`src/rtl/instruction_fetch_stage_pkg.sv`:
```
// Shared widths, constants and helpers for the fetch stage and the pipeline
// registers that follow it.
package instruction_fetch_stage_pkg;

   localparam int WORD_W      = 32;
   localparam int INSTR_BYTES = 4;

   localparam logic [WORD_W-1:0] DEFAULT_NOP_WORD = 32'h0000_0000;
   localparam logic [WORD_W-1:0] DEFAULT_RESET_PC = 32'h0000_0000;

   typedef enum logic [1:0] {
      PC_HOLD,
      PC_JUMP,
      PC_BRANCH,
      PC_SEQ
   } pc_sel_e;

   typedef struct packed {
      logic [WORD_W-1:0] instr;
      logic [WORD_W-1:0] pc_plus4;
      logic              valid;
   } if_id_t;

   // Misaligned redirect targets are silently forced onto a word boundary.
   function automatic logic [WORD_W-1:0] word_align(input logic [WORD_W-1:0] addr);
      return {addr[WORD_W-1:2], 2'b00};
   endfunction

endpackage

```
`src/rtl/instruction_fetch_stage_if_id_register.sv`:
```
// IF/ID pipeline register: holds on stall, loads a bubble on flush,
// otherwise captures the fetched instruction and its PC+4.
module if_id_register
   import instruction_fetch_stage_pkg::*;
#(
   parameter logic [WORD_W-1:0] NOP_WORD = DEFAULT_NOP_WORD
) (
   input  logic              clk,
   input  logic              rst_n,
   input  logic              stall,
   input  logic              flush,
   input  logic [WORD_W-1:0] instr_i,
   input  logic [WORD_W-1:0] pc_plus4_i,
   output logic [WORD_W-1:0] instr_o,
   output logic [WORD_W-1:0] pc_plus4_o,
   output logic              valid_o
);

   localparam if_id_t BUBBLE = '{instr: NOP_WORD, pc_plus4: '0, valid: 1'b0};

   if_id_t if_id_d;
   if_id_t if_id_q;

   always_comb begin
      // NOTE: assigning the hold value first means every path drives if_id_d, so no latch is inferred.
      if_id_d = if_id_q;
      if (!stall) begin
         if (flush) begin
            if_id_d = BUBBLE;
         end else begin
            if_id_d = '{instr: instr_i, pc_plus4: pc_plus4_i, valid: 1'b1};
         end
      end
   end

   // NOTE: non-blocking assignment keeps every flop sampling pre-edge values regardless of block order.
   always_ff @(posedge clk or negedge rst_n) begin
      if (!rst_n) begin
         if_id_q <= BUBBLE;
      end else begin
         if_id_q <= if_id_d;
      end
   end

   assign instr_o    = if_id_q.instr;
   assign pc_plus4_o = if_id_q.pc_plus4;
   assign valid_o    = if_id_q.valid;

endmodule

```
`src/rtl/instruction_fetch_stage.sv`:
```
// Instruction fetch stage: program counter with stall/jump/branch selection,
// fetch address to instruction memory, IF/ID register and fetch counter.
module instruction_fetch_stage
   import instruction_fetch_stage_pkg::*;
#(
   parameter logic [WORD_W-1:0] RESET_PC = DEFAULT_RESET_PC,
   parameter logic [WORD_W-1:0] NOP_WORD = DEFAULT_NOP_WORD
) (
   input  logic              Clk,
   input  logic              Reset,
   input  logic              Stall,
   input  logic              Flush,
   input  logic              PCSrc,
   input  logic [WORD_W-1:0] BranchTarget,
   input  logic              Jump,
   input  logic [WORD_W-1:0] JumpTarget,
   input  logic [WORD_W-1:0] Instruction,
   output logic [WORD_W-1:0] Address,
   output logic [WORD_W-1:0] IF_ID_Instruction,
   output logic [WORD_W-1:0] IF_ID_PCPlus4,
   output logic              IF_ID_Valid,
   output logic [WORD_W-1:0] FetchCount
);

   logic [WORD_W-1:0] pc_d, pc_q;
   logic [WORD_W-1:0] fetch_count_d, fetch_count_q;
   logic [WORD_W-1:0] pc_plus4;
   pc_sel_e           pc_sel;

   assign pc_plus4 = pc_q + WORD_W'(INSTR_BYTES);

   // Stall outranks any redirect; Jump outranks a taken branch.
   always_comb begin
      pc_sel = PC_SEQ;
      if (Stall) begin
         pc_sel = PC_HOLD;
      end else if (Jump) begin
         pc_sel = PC_JUMP;
      end else if (PCSrc) begin
         pc_sel = PC_BRANCH;
      end
   end

   always_comb begin
      pc_d = pc_q;
      unique case (pc_sel)
         PC_HOLD:   pc_d = pc_q;
         PC_JUMP:   pc_d = word_align(JumpTarget);
         PC_BRANCH: pc_d = word_align(BranchTarget);
         PC_SEQ:    pc_d = pc_plus4;
         default:   pc_d = pc_q;
      endcase
   end

   always_comb begin
      fetch_count_d = fetch_count_q;
      if (!Stall && !Flush) begin
         fetch_count_d = fetch_count_q + WORD_W'(1);
      end
   end

   always_ff @(posedge Clk or negedge Reset) begin
      if (!Reset) begin
         pc_q          <= RESET_PC;
         fetch_count_q <= '0;
      end else begin
         pc_q          <= pc_d;
         fetch_count_q <= fetch_count_d;
      end
   end

   if_id_register #(
      .NOP_WORD (NOP_WORD)
   ) u_if_id (
      .clk        (Clk),
      .rst_n      (Reset),
      .stall      (Stall),
      .flush      (Flush),
      .instr_i    (Instruction),
      .pc_plus4_i (pc_plus4),
      .instr_o    (IF_ID_Instruction),
      .pc_plus4_o (IF_ID_PCPlus4),
      .valid_o    (IF_ID_Valid)
   );

   assign Address    = pc_q;
   assign FetchCount = fetch_count_q;

endmodule

```
`config.mk`:
```
export PLATFORM = sky130hd
export DESIGN_NAME = instruction_fetch_stage
export DESIGN_NICKNAME = d
export VERILOG_FILES = /design/src/rtl/instruction_fetch_stage_pkg.sv /design/src/rtl/instruction_fetch_stage_if_id_register.sv /design/src/rtl/instruction_fetch_stage.sv
export SDC_FILE = /design/constraint.sdc
export NUM_CORES = 1
export LEC_CHECK = 0
export CAP_MARGIN = 25
export CORE_ASPECT_RATIO = 0.8
export CORE_UTILIZATION = 46
export CTS_CLUSTER_SIZE = 16
export DETAILED_ROUTE_END_ITERATION = 8
export PLACE_DENSITY = 0.93
export SLEW_MARGIN = 0
export SYNTH_ARGS = -nofsm -noshare
export SYNTH_HDL_FRONTEND = slang
export SYNTH_SLANG_ARGS = --single-unit
```
`constraint.sdc`:
```
create_clock -name Clk -period 2.6 [get_ports Clk]
set_input_delay 0.39 -clock Clk [delete_from_list [all_inputs] [get_ports Clk]]
set_output_delay 0.39 -clock Clk [all_outputs]
set_load 0.02 [all_outputs]
```
==> impl_results.md, run 1 <==
- DRC viols: 0
- GR Util All Layers: 0.288
- Starting Density: 0.475
- Worst slew pin tran: 756 ps
- Most frequent cells in the layout: 219 x clkdlybuf4s50_1, 125 x dfrtp_1, 89 x nand2_1, 35 x xnor2_1, 35 x nor2_1
- Tot Pwr: 6010 uW
- Clock sink total: about 130
- Critical Path Source Type: flop
- Crit path required time: 2880 ps
- Fmax achieved: ~430 MHz
- Critical path class: flop to flop
- Main area contributors after synthesis: dfrtp_1 48%, nand2_1 5.2%, xnor2_1 4.7%
- Internal: about 4200 uW
- Post-Syn Instances: 691
- Switch share: 0.303
- Worst EP arrival: around 2600 ps
- Met3 Use GR: 0.0731
- Slew headroom: 0.492
- R2R setup slack: around 290 ps
- Final slew viol count: 0
- CP Capture Type: flop
- Delay-heaviest family, CP: simple AND/OR/NAND/NOR gates
- Avg Vias per Cell: approximately 6.0
- Final core utilization: 0.696
- Setup TNS: 0 ps
- Die Wd: roughly 130 microns
- Flop pwr share: 0.396
- HPWL after DPL: roughly 14 mm
- Area share of the largest cell type after synthesis: 0.482
- Worst path cell trace: ha_1 -> nand3_1 -> or4_1 -> buf_4 -> nor3_1 -> o211ai_1
- Critical Path Max Stage Delay: slightly above 700 ps
- Core ar.: roughly 14000 sq um
- Dpl cells: roughly 1100
- Max cap viols: 0
- Io pins: approximately 230
- Met2 Use GR: 0.451
- CTS tree: done
- Fin cells: between 1000 and 1500
- Post-cts resize count: 0
- P&R area growth vs syn: 46.4%
- WL final: approximately 20 mm
- Number of diodes: 0
- # H-tree levels: 4
- Root buffer cell: clkbuf_16
- Wire per inst: 18.6 microns
- Antenna Nets Post-Route: 0
- Synthesized area: roughly 6500 sq um
- Total gr overflow: 0
- Commonest non-fill, non-tap cell in the layout: clkdlybuf4s50_1
- Combinational Power Share: 0.220
- Minimum clock period: 2310 ps
- # nets final: around 1000
- Final Hold Fails: 0
- Bufs on Longest Clock Path: 2
- Crit-path max FO: 12
- PD cells: around 630 nW/um^2
- Yosys Warn Count: 0
- Ys async rst share: 1.00
- Hold WS: 364 ps
- Port bufs: roughly 220
- Worst min path class: primary input to flop
- Clock power frac: 0.384
- Worst vdd ir: roughly 460 uV
- Lkg Pwr: between 0.003 and 0.004 uW
- #FFs+latches synth: between 100 and 150
- Met1 Usage GRT: 0.381
- Yosys cell types: 62
- CTS clk-pin slew, worst paths: around 60 ps
- Initial DRC Count: approximately 570
- Ys flop type: dfrtp_1
- Synth area leader: dfrtp_1
- Worst skew pair latency: between 400 and 500 ps
- Drt pass-1 iters: 5
- Pin count of the biggest net entering global routing: 62
- Register area share after synthesis: 0.482
- # setup viols final: 0
- Fraction of layout cells with a size suffix above 1: 0.0811
- Top Usage Layer GRT: met2
- Total CTS buffers: 17
- EDFF count, synth: 0
- Switch Pwr: between 1500 and 2000 uW
- Avg Cell Area, Syn: 9.38 sq um
- Initial antenna violation count: 0
- Worst Skew: ~12 ps
- Status: complete, no violations
- Vias in the first global route: 6304
- Rows: 38
- Fin crit share: 0.889
- Die area: 14600 sq um
- RSZ-0062 raised after global routing: false
- Slowest CP cell: or4_1
- First-pass GRT wire length: 32.5 mm
- Via count: about 6600
- GP Congestion: roughly 0.9
- Crit path buffers/inverters: 1
- Die Height: 108 microns
## final timing paths
kind                                         from                     end  cells after the start
setup / recovery                       Address[2]             Address[24]                      6
hold / removal                              Stall     u_if_id.instr_o[27]                      2
setup reg to reg                       Address[2]             Address[24]                      6
hold reg to reg            u_if_id.pc_plus4_o[11]  u_if_id.pc_plus4_o[11]                      2
max in group asynchronous                   Reset   u_if_id.pc_plus4_o[9]                      3
min in group asynchronous                   Reset           FetchCount[6]                      2
## through the flow
step | setup slack, ps | cell area (sq um)
2_1_floorplan | 321 | 6500
3_3_place_gp | 406 | 8910
3_5_place_dp | 362 | 8910
4_1_cts | 324 | 9500
5_1_grt | 182 | 9500
6_report | 289 | 9500
## final cells by class
| type | instances | area [sq um] |
|---|---|---|
| well taps | 180 | 225 |
| repair buffers | 252 | 2450 |
| fillers | 1021 | 4150 |
| clock buffers | 19 | 433 |
| inverters | 17 | 63.8 |
| clock inverters | 13 | 143 |
| multi-input cells | 487 | 3050 |
| flip-flops and latches | 125 | 3130 |
## layer usage
layer | wire length (microns) | part of all wire
met2 | 9480 | 0.47
met4 | 534 | 0.026
met5 | 0 | 0
met1 | 8460 | 0.42
met3 | 1870 | 0.092
## power groups by stage
stage	Clock (uW)	Sequential, uW	Combinational [uW]
after floorplan	0	2540	440
after CTS	2340	2370	1320
after detailed placement	0	2400	1310
after global placement	0	2390	1290
final	2310	2380	1320
after global routing	2430	2400	1410
## registers in the layout (all words and copies together) (netlist names)
register,cells
u_if_id.instr_o,32
u_if_id.pc_plus4_o,30
u_if_id.valid_o,1
FetchCount,32
Address,30
## logic make-up (layout without fill, tap and decap cells)
| family | after synthesis | after routing | synth area share |
|---|---|---|---|
| AOI/OAI and AO/OA | 174 | 174 | 0.191 |
| xor gates and xnor gates | 41 | 41 | 0.0554 |
| adders and majority gates | 2 | 2 | 0.00386 |
| buffers and inverters | 82 | 301 | 0.0517 |
| DFF | 125 | 125 | 0.482 |
| muxes | 2 | 2 | 0.00309 |
| other | 1 | 4 | 0.000578 |
| and+or+nand+nor | 264 | 264 | 0.212 |
## worst reg2reg max path: cells and delay by family (launching register included)
kind / cells / cell delay, ps
simple gates: 3 / 1110
flops: 1 / 460
fa+ha+maj: 1 / 210
compound gates: 1 / 140
buf+inv: 1 / 250
## what timing repair did
item	CTS	global route
hold endpoints to repair	30	0
hold buffers	1	0
buffers inserted	0	0
## synth_stat cells, types with 8 or more instances
cell type,number
dfrtp_1,125
xnor2_1,35
and3_1,11
nand3_1,30
nor4_1,11
clkbuf_1,49
a221o_1,8
inv_1,17
o21ai_0,29
nand2_1,89
nor3_1,20
a21oi_1,33
a31oi_1,8
nand4_1,20
a22o_1,31
nor2_1,36
o211ai_1,14
o2111ai_1,8
or4_1,10
Note: power is estimated with default switching activity, not from simulation.
==> run 2: changes to the inputs <==
--- a/config.mk
+++ b/config.mk
@@ -11,7 +11,7 @@
 export CTS_CLUSTER_SIZE = 16
 export DETAILED_ROUTE_END_ITERATION = 8
 export PLACE_DENSITY = 0.93
-export SLEW_MARGIN = 0
+export SLEW_MARGIN = 20
 export SYNTH_ARGS = -nofsm -noshare
 export SYNTH_HDL_FRONTEND = slang
 export SYNTH_SLANG_ARGS = --single-unit
==> results of run 2 <==
The final DEF is identical to that of run 1; final timing and power are the same.
